<file path="src/rtl/neo_pkg.sv">
// Shared types, default sizing and the output clamp for the NEO engine.
package neo_pkg;

  typedef enum logic [1:0] {
    IDLE  = 2'd0,
    READ  = 2'd1,
    DRAIN = 2'd2,
    DONE  = 2'd3
  } state_t;

  // Default sizing: N-bit samples, M-deep memories, exact-width result.
  localparam int N_DEF  = 8;
  localparam int M_DEF  = 16;
  localparam int W_DEF  = 2 * N_DEF + 1;
  localparam int AW_DEF = $clog2(M_DEF);
  localparam int LW_DEF = $clog2(M_DEF + 1);

  // Clamp a sign-extended difference into a w-bit signed range (w <= 63).
  // ovf reports that clamping changed the value.
  function automatic logic signed [63:0] sat_to_w(input logic signed [63:0] d,
                                                  input int w,
                                                  output logic ovf);
    logic signed [63:0] hi, lo;
    hi  = (64'sd1 <<< (w - 1)) - 64'sd1;
    lo  = -(64'sd1 <<< (w - 1));
    ovf = 1'b0;
    if (d > hi) begin
      ovf = 1'b1;
      return hi;
    end
    if (d < lo) begin
      ovf = 1'b1;
      return lo;
    end
    return d;
  endfunction

endpackage

</file>
<file path="src/rtl/neo_engine_core.sv">
// 3-tap window and psi = x[k]^2 - x[k-1]*x[k+1] datapath with output clamp.
// A psi is produced on each incoming sample once the window holds x[k].
module neo_core
  import neo_pkg::*;
#(
  parameter int N = N_DEF,
  parameter int W = W_DEF
) (
  input  logic                Clk,
  input  logic                reset,
  input  logic                clr,
  input  logic signed [N-1:0] s_in,
  input  logic                s_vld,
  output logic                fire,
  output logic [W-1:0]        psi,
  output logic                o_vld,
  output logic                o_sat
);

  logic signed [N-1:0]   prev, cur;
  logic                  cur_vld;
  logic signed [2*N-1:0] p_sq, p_x;
  logic signed [2*N:0]   dif;
  logic signed [63:0]    ext;
  logic [W-1:0]          psi_n;
  logic                  ovf_n;

  assign fire = s_vld & cur_vld;

  // Full-width products and a difference one bit wider so it cannot overflow.
  always_comb begin
    p_sq  = (2*N)'(cur) * (2*N)'(cur);
    p_x   = (2*N)'(prev) * (2*N)'(s_in);
    dif   = (2*N+1)'(p_sq) - (2*N+1)'(p_x);
    ext   = 64'(dif);
    ovf_n = 1'b0;
    psi_n = W'(sat_to_w(ext, W, ovf_n));
  end

  // Window shift on each sample; psi register updates only when a psi fires.
  always_ff @(posedge Clk or negedge reset) begin
    if (!reset) begin
      prev    <= '0;
      cur     <= '0;
      cur_vld <= 1'b0;
      psi     <= '0;
      o_vld   <= 1'b0;
      o_sat   <= 1'b0;
    end else begin
      o_vld <= fire;
      if (clr) begin
        prev    <= '0;
        cur     <= '0;
        cur_vld <= 1'b0;
      end else if (s_vld) begin
        prev    <= cur;
        cur     <= s_in;
        cur_vld <= 1'b1;
      end
      if (fire) begin
        psi   <= psi_n;
        o_sat <= ovf_n;
      end
    end
  end

endmodule

</file>
<file path="src/rtl/neo_engine.sv">
// Frame sequencer for the NEO datapath: reads len samples, appends the zero
// pad, writes psi back, and tracks saturation and threshold spikes.
module neo_engine
  import neo_pkg::*;
#(
  parameter  int N  = N_DEF,
  parameter  int M  = M_DEF,
  parameter  int W  = 2 * N + 1,
  localparam int AW = $clog2(M),
  localparam int LW = $clog2(M + 1)
) (
  input  logic          Clk,
  input  logic          reset,
  input  logic          start,
  input  logic [LW-1:0] len,
  input  logic [W-1:0]  thresh,
  input  logic [N-1:0]  rdata,
  output logic [AW-1:0] raddr,
  output logic [AW-1:0] waddr,
  output logic [W-1:0]  wdata,
  output logic          we,
  output logic          busy,
  output logic          done,
  output logic          sat_flag,
  output logic [LW-1:0] spike_cnt
);

  state_t               state, nstate;
  logic [LW-1:0]        len_q, len_c, spk_q;
  logic signed [W-1:0]  thr_q;
  logic [1:0]           dcnt;
  logic [AW-1:0]        wcnt;
  logic                 rd_vld, pad_vld, sat_q, go, rd_last, gt;
  logic                 fire, o_sat;
  logic signed [N-1:0]  s_in;

  assign go      = (state == IDLE) && start;
  assign len_c   = (len > LW'(M)) ? LW'(M) : len;
  assign rd_last = (LW'(raddr) == len_q - LW'(1));
  assign s_in    = pad_vld ? '0 : $signed(rdata);
  assign busy    = (state == READ) || (state == DRAIN);
  assign done    = (state == DONE);
  assign gt      = we && ($signed(wdata) > thr_q);
  assign spike_cnt = spk_q + LW'(gt);
  assign sat_flag  = sat_q | (we & o_sat);

  // State register.
  always_ff @(posedge Clk or negedge reset) begin
    if (!reset) state <= IDLE;
    else        state <= nstate;
  end

  // Next state: DRAIN covers the pad sample plus two pipeline stages.
  always_comb begin
    nstate = state;
    case (state)
      IDLE:  if (start) nstate = (len_c == '0) ? DRAIN : READ;
      READ:  if (rd_last) nstate = DRAIN;
      DRAIN: if (len_q == '0 || dcnt == 2'd2) nstate = DONE;
      DONE:  nstate = IDLE;
      default: nstate = IDLE;
    endcase
  end

  // Frame registers: length/threshold capture, read address, pad insertion.
  always_ff @(posedge Clk or negedge reset) begin
    if (!reset) begin
      len_q   <= '0;
      thr_q   <= '0;
      raddr   <= '0;
      dcnt    <= '0;
      rd_vld  <= 1'b0;
      pad_vld <= 1'b0;
    end else begin
      if (go) begin
        len_q <= len_c;
        thr_q <= $signed(thresh);
      end
      if (state == READ && !rd_last) raddr <= raddr + AW'(1);
      else if (state == DONE)        raddr <= '0;
      dcnt    <= (state == DRAIN) ? dcnt + 2'd1 : 2'd0;
      rd_vld  <= (state == READ);
      pad_vld <= rd_vld && (state != READ);
    end
  end

  // Write address follows the psi register; counters clear on an honoured start.
  always_ff @(posedge Clk or negedge reset) begin
    if (!reset) begin
      wcnt  <= '0;
      waddr <= '0;
      spk_q <= '0;
      sat_q <= 1'b0;
    end else begin
      if (go) wcnt <= '0;
      else if (fire) begin
        waddr <= wcnt;
        wcnt  <= wcnt + AW'(1);
      end
      if (go)      spk_q <= '0;
      else if (gt) spk_q <= spk_q + LW'(1);
      if (go)                sat_q <= 1'b0;
      else if (we && o_sat)  sat_q <= 1'b1;
    end
  end

  neo_core #(.N(N), .W(W)) u_core (
    .Clk   (Clk),
    .reset (reset),
    .clr   (go),
    .s_in  (s_in),
    .s_vld (rd_vld | pad_vld),
    .fire  (fire),
    .psi   (wdata),
    .o_vld (we),
    .o_sat (o_sat)
  );

endmodule

</file>
<file path="config.mk">
export PLATFORM = sky130hd
export DESIGN_NAME = neo_engine
export DESIGN_NICKNAME = d
export VERILOG_FILES = /design/src/rtl/neo_pkg.sv /design/src/rtl/neo_engine_core.sv /design/src/rtl/neo_engine.sv
export SDC_FILE = /design/constraint.sdc
export NUM_CORES = 1
export LEC_CHECK = 0
export ABC_AREA = 1
export BUFFER_PORTS_ARGS = -buffer_cell sky130_fd_sc_hd__buf_2
export CAP_MARGIN = 5
export CORE_ASPECT_RATIO = 0.5
export CORE_MARGIN = 2
export CORE_UTILIZATION = 25
export CTS_CLUSTER_SIZE = 24
export DETAILED_ROUTE_END_ITERATION = 7
export PLACE_DENSITY_LB_ADDON = 0.05
export SLEW_MARGIN = 40
export SYNTH_ARGS = -nofsm -noshare
export SYNTH_HDL_FRONTEND = slang
export SYNTH_SLANG_ARGS = --single-unit
</file>
<file path="constraint.sdc">
create_clock -name Clk -period 5.2 [get_ports Clk]
set_clock_uncertainty 0.15 [all_clocks]
set_input_delay 1.04 -clock Clk [delete_from_list [all_inputs] [get_ports Clk]]
set_output_delay 1.04 -clock Clk [all_outputs]
set_load 0.005 [all_outputs]
</file>
==> results.py, run 1 <==
metrics = {
    "clock_tree": {
        "cts_buffer_depth": 2,
        "cts_root_buffer": "clkbuf_16",
        "clock_sinks": 82,
        "path_clk_slew_ns": 0.07,
        "cts_inserted_buffers": 9,
        "cts_hold_buf": 0,
        "insertion_delay_ns": 0.37,
        "cts_tree": "yes",
        "htree_levels": 3,
    },
    "sta": {
        "drv_slew": 0,
        "rsz0062_at_grt": "true",
        "relSlewSlack_pct": 58.1,
        "max_freq_ghz": 0.179,
        "worstMarginPinSlew_ns": 0.628,
        "setup_violations": 11,
        "period_share_pct": 108,
        "finalCriticalPeriod_ns": 5.60,
        "finalWorstSetupSlack_ns": -0.398,
        "hold_viol_final": 0,
        "hold-worst-slack_ns": 0.275,
    },
    "detailed_routing": {
        "ant_nets": 0,
        "num_vias": 7385,
        "firstDrtPassIters": 4,
        "drc": 0,
        "wl_um": 26800,
        "first_iter_violations": 298,
        "post_drt_wl_per_cell_um": 15.0,
        "viasPerCell": 4.13,
    },
    "setup_path": {
        "start_kind": "input port",
        "worstPathArrival_ns": 5.71,
        "cp-end-kind": "flop",
        "worstSetupPathType": "in2reg",
        "reg2reg_depth": 23,
        "crit_required_ns": 5.31,
        "crit_fanout": 4,
    },
    "global_routing": {
        "grt_max_degree": 57,
        "track_usage_pct": 14.6,
        "grt_pass1_vias": 7817,
        "grt_overflow": 0,
        "grt_pass1_wl_um": 43800,
        "antenna_found_initial": 0,
    },
    "finish": {
        "drive_above_1_share_pct": 28.0,
        "fillers": 3846,
        "area_growth_syn_to_layout_pct": 31.6,
        "post-route-util_pct": 33.7,
        "n_antenna_cell": 0,
        "multi_input_area_um2": 6790,
        "area.sequential_um2": 2050,
        "final_nets": 1552,
    },
    "status": {
        "violations": "setup timing",
        "outcome": "finished, violations left",
    },
    "logic_synthesis": {
        "yosys-top-cells-count": "inv_1, nand2_1, fa_1",
        "ys_top_cells_by_area": "fa_1, dfrtp_1, ha_1, inv_1, nand2_1",
        "synth.top_cell.area_share_pct": 27.6,
        "synth_fp_nets": 1361,
        "synth.most_common_cell": "inv_1",
        "yosysWarnings": 0,
        "syn_avg_cell_area_um2": 8.39,
        "async_reset_ff_share_pct": 100,
        "netlist_instances": 1109,
        "synth_edf_count": 0,
        "synth_top_cell_by_area": "fa_1",
        "ys_ff_latch": 82,
        "syn_area_um2": 9300,
        "synth_cell_types": 40,
        "seq_area_frac_synth_pct": 22.1,
        "ys.flop_type": "dfrtp_1",
    },
    "floorplanning": {
        "fp-row-count": 49,
        "chipHeight_um": 140,
        "fp.dieW_um": 277,
        "initial_utilization_pct": 25.6,
        "coreArea_um2": 36300,
        "dieArea_um2": 38900,
        "io_pins": 67,
    },
    "min_path": {
        "hold_path_depth": 1,
        "worstHoldPathType": "reg2reg",
    },
    "placed_design": {
        "dp_slack_ns": -0.952,
        "port_buffers": 66,
        "hpwl_um": 22400,
        "place.gp.congestion": 0.815,
    },
    "flow_run": {
        "drv_cap": 0,
    },
}
==> final timing paths <==
kind	start	to	slack, ns
max in group asynchronous	reset	u_core.cur[7]	3.55
setup reg to reg	pad_vld	u_core.psi[16]	-0.29
hold reg to reg	dcnt[0]	dcnt[0]	0.27
min in group asynchronous	reset	u_core.psi[15]	0.50
setup / recovery	rdata[1]	u_core.psi[16]	-0.40
hold / removal	dcnt[0]	dcnt[0]	0.27
==> placed cells by master (no fill, tap or decap), drive strengths merged, types with 3 or more instances in the layout <==
master / n
nand2: 228
o31ai: 4
clkbuf: 11
inv: 272
fa: 128
o21ai: 58
buf: 201
xnor2: 14
nand3: 56
xor2: 12
ha: 91
a21o: 4
nor2: 81
or2: 5
a21oi: 25
o21a: 3
nand4: 9
dfrtp: 82
clkinv: 7
nand3b: 3
==> sequential cells by signal, summed over array words and instances, names as in the netlist <==
signal	flops
thr_q	17
u_core.psi	17
u_core.cur	8
u_core.prev	8
len_q	5
spk_q	5
raddr	4
waddr	4
wcnt	4
dcnt	2
state	2
pad_vld	1
rd_vld	1
sat_q	1
u_core.cur_vld	1
u_core.o_sat	1
u_core.o_vld	1
==> per-layer routing <==
| layer | global-route usage, % | up-vias | wire length [um] |
|---|---|---|---|
| met3 | 2.20 | 15 | 717 |
| li1 | - | 3724 | - |
| met2 | 22.6 | 56 | 12000 |
| met1 | 21.5 | 3590 | 13900 |
| met4 | 2.77 | 0 | 236 |
| met5 | 0 | - | 0 |
==> through the flow <==
| stage | area (um2) | instances | setup TNS [ns] |
|---|---|---|---|
| 3_5_place_dp | 11400 | 1757 | -8.87 |
| 2_1_floorplan | 9610 | 1109 | -2.34 |
| 5_1_grt | 12200 | 1789 | -5.16 |
| 4_1_cts | 12000 | 1782 | -3.05 |
| 3_3_place_gp | 11400 | 1757 | -9.02 |
| 6_report | 12200 | 1789 | -3.15 |
==> cell type report <==
cell class | instances | area share, %
tap | 484 | 4.95
inverter | 274 | 8.64
clock inverter | 5 | 0.296
sequential | 82 | 16.8
multi-input combinational | 732 | 55.5
timing repair buffer | 201 | 11.8
clock buffer | 11 | 2.06
==> critical path: stages <==
cell and delay, ns:
buf_8 0.10, nand2_8 0.06, nor2_4 0.04, fa_2 0.64, buf_6 0.13, inv_6 0.04, fa_2 0.56, fa_1 0.45
fa_1 0.48, fa_1 0.49, inv_1 0.04, fa_1 0.51, inv_2 0.05, ha_4 0.24, a21oi_4 0.19, o21ai_1 0.09
nand2_1 0.08, nand3_2 0.09, nor2_2 0.13, nand3_1 0.09, nand3_1 0.10, nand2_1 0.05
==> what timing repair did <==
action                                 in CTS  in global routing
pin swaps                                  54                 46
endpoints found under the hold margin       0                  0
setup buffers                               9                  7
gates resized for setup                    84                 36
setup endpoints to repair                  11                 12
cloned                                      0                  0
==> kinds of logic (layout without fill, tap and decap cells) <==
group | Yosys count | count (layout) | share of synthesized area (%)
AO/OA/AOI/OAI | 100 | 100 | 5.95
flip-flops | 82 | 82 | 22.1
XOR/XNOR | 26 | 26 | 2.45
buffers and inverters | 295 | 491 | 12.1
AND/OR/NAND/NOR | 387 | 387 | 17.6
adder cells (fa/ha/maj) | 219 | 219 | 39.8
Power of run 1 is not shown: default switching activity piles up to over one toggle a cycle in this logic, so the estimate is an artifact.
==> run 2, diff against run 1 <==
--- a/config.mk
+++ b/config.mk
@@ -14,6 +14,7 @@
 export CTS_CLUSTER_SIZE = 24
 export DETAILED_ROUTE_END_ITERATION = 7
 export PLACE_DENSITY_LB_ADDON = 0.05
+export SKIP_LAST_GASP = 1
 export SLEW_MARGIN = 40
 export SYNTH_ARGS = -nofsm -noshare
 export SYNTH_HDL_FRONTEND = slang
==> run 2 against run 1 <==
Net effect:
- the flow still finishes with violations (setup timing)
- via count is 0.15% lower
- first-iteration DRC count rose by 11%
- cell count shrank 0.11%
- fmax about the same
- die area unchanged
- highest routed layer unchanged
==> results.py, run 2 (synthesis results as in run 1) <==
metrics = {
    "status": {
        "outcome": "finished, violations left",
        "violations": "setup timing",
    },
    "floorplanning": {
        "fp-row-count": 49,
        "dieArea_um2": 38900,
        "chipHeight_um": 140,
        "coreArea_um2": 36300,
        "initial_utilization_pct": 25.6,
        "io_pins": 67,
        "fp.dieW_um": 277,
    },
    "finish": {
        "n_antenna_cell": 0,
        "largestRegisters": "thr_q (17), u_core.psi (17)",
        "final_common_cell": "inv_1",
        "area_growth_syn_to_layout_pct": 30.9,
        "final_nets": 1550,
        "final_cell_mix": "inv_1, nand2_1, buf_4, fa_1, dfrtp_1",
        "drive_above_1_share_pct": 27.3,
        "post-route-util_pct": 33.6,
    },
    "clock_tree": {
        "cts_root_buffer": "clkbuf_16",
        "cts_tree": "yes",
        "htree_levels": 3,
        "cts_buffer_depth": 2,
        "path_clk_slew_ns": 0.07,
        "cts_hold_buf": 0,
        "clock_sinks": 82,
        "cts_inserted_buffers": 9,
        "insertion_delay_ns": 0.37,
    },
    "global_routing": {
        "grt_pass1_wl_um": 43800,
        "grt_overflow": 0,
        "grt_pass1_vias": 7811,
        "antenna_found_initial": 0,
        "track_usage_pct": 14.6,
        "grt_max_degree": 57,
    },
    "placed_design": {
        "port_buffers": 66,
        "hpwl_um": 22400,
        "place.gp.congestion": 0.815,
        "dp_slack_ns": -0.952,
    },
    "setup_path": {
        "worstPathArrival_ns": 5.70,
        "crit_required_ns": 5.31,
        "cp-end-kind": "flop",
        "worstSetupPathType": "in2reg",
        "start_kind": "input port",
        "crit_fanout": 4,
    },
    "sta": {
        "fin_tns_setup_ns": -2.79,
        "relSlewSlack_pct": 57.9,
        "worstMarginPinSlew_ns": 0.631,
        "finalCriticalPeriod_ns": 5.59,
        "period_share_pct": 108,
        "hold_viol_final": 0,
        "setup_violations": 11,
        "drv_slew": 0,
        "finalWorstSetupSlack_ns": -0.393,
        "rsz0062_at_grt": "true",
        "max_freq_ghz": 0.179,
    },
    "detailed_routing": {
        "firstDrtPassIters": 4,
        "first_iter_violations": 330,
        "post_drt_wl_per_cell_um": 15.1,
        "ant_nets": 0,
        "num_vias": 7374,
        "viasPerCell": 4.13,
        "wl_um": 26900,
        "drc": 0,
    },
    "flow_run": {
        "drv_cap": 0,
    },
    "min_path": {
        "worstHoldPathType": "reg2reg",
    },
}
-- run 2: cell count changes in the layout (fill, tap and decap cells not counted), moves of 3 or more --
| cell | previous run | this run |
|---|---|---|
| buf_4 | 124 | 120 |
| nand3_1 | 44 | 49 |
| nand3_2 | 11 | 6 |
| nor2_1 | 59 | 62 |
| nor2_2 | 11 | 8 |
-- run 2: repair_timing --
action | 4_1_cts | 5_1_grt
endpoints found under the setup margin | 11 | 12
buffers inserted | 9 | 5
pin swaps | 54 | 52
gates resized for setup | 76 | 33
endpoints found under the hold margin | 0 | 0
-- run 2: worst paths after layout --
| path | end | slack (ns) | depth (start not counted) | startpoint |
|---|---|---|---|---|
| setup / recovery | u_core.psi[16] | -0.39 | 21 | rdata[1] |
| hold / removal | dcnt[0] | 0.27 | 1 | dcnt[0] |
| setup reg to reg | u_core.psi[16] | -0.33 | 24 | u_core.cur[7] |
| hold reg to reg | dcnt[0] | 0.27 | 1 | dcnt[0] |
| max in group asynchronous | u_core.cur[7] | 3.54 | 2 | reset |
| min in group asynchronous | u_core.psi[15] | 0.50 | 1 | reset |
-- run 2: per-layer routing --
layer | vias up | share of wire (%) | routed length (um) | track usage (%)
li1 | 3716 | - | - | -
met1 | 3594 | 53 | 14300 | 21.4
met2 | 49 | 44 | 11900 | 22.6
met3 | 15 | 1.8 | 483 | 2.20
met4 | 0 | 0.88 | 236 | 2.77
met5 | - | 0 | 0 | 0
-- run 2: per-stage QoR --
stage | hold slack (ns) | area (um2) | instances
floorplan | 0.253 | 9610 | 1109
global placement | 0.263 | 11400 | 1757
detailed placement | 0.269 | 11400 | 1757
CTS | 0.278 | 12000 | 1782
global route | 0.294 | 12200 | 1787
finish | 0.273 | 12200 | 1787
-- run 2: final cells by class --
cell class / instances / area [um2]
clock inverter: 5 / 36.3
timing repair buffer: 199 / 1450
clock buffer: 11 / 253
multi-input combinational: 732 / 6730
sequential: 82 / 2050
fill: 3857 / 24100
tap: 484 / 606
inverter: 274 / 1060
-- run 2: worst max-delay path, cell delays in order --
cell	delay, ns
buf_6	0.10
nand2_8	0.08
nor2_4	0.04
fa_2	0.65
inv_4	0.08
fa_2	0.57
fa_1	0.45
fa_1	0.48
fa_1	0.49
inv_1	0.04
fa_1	0.51
inv_2	0.05
ha_4	0.25
a21oi_4	0.20
o21ai_1	0.09
nand2_1	0.06
nand3_1	0.11
nor2_1	0.15
nand3_1	0.10
nand3_1	0.10
nand2_1	0.05
Power of run 2 is left out for the same reason.
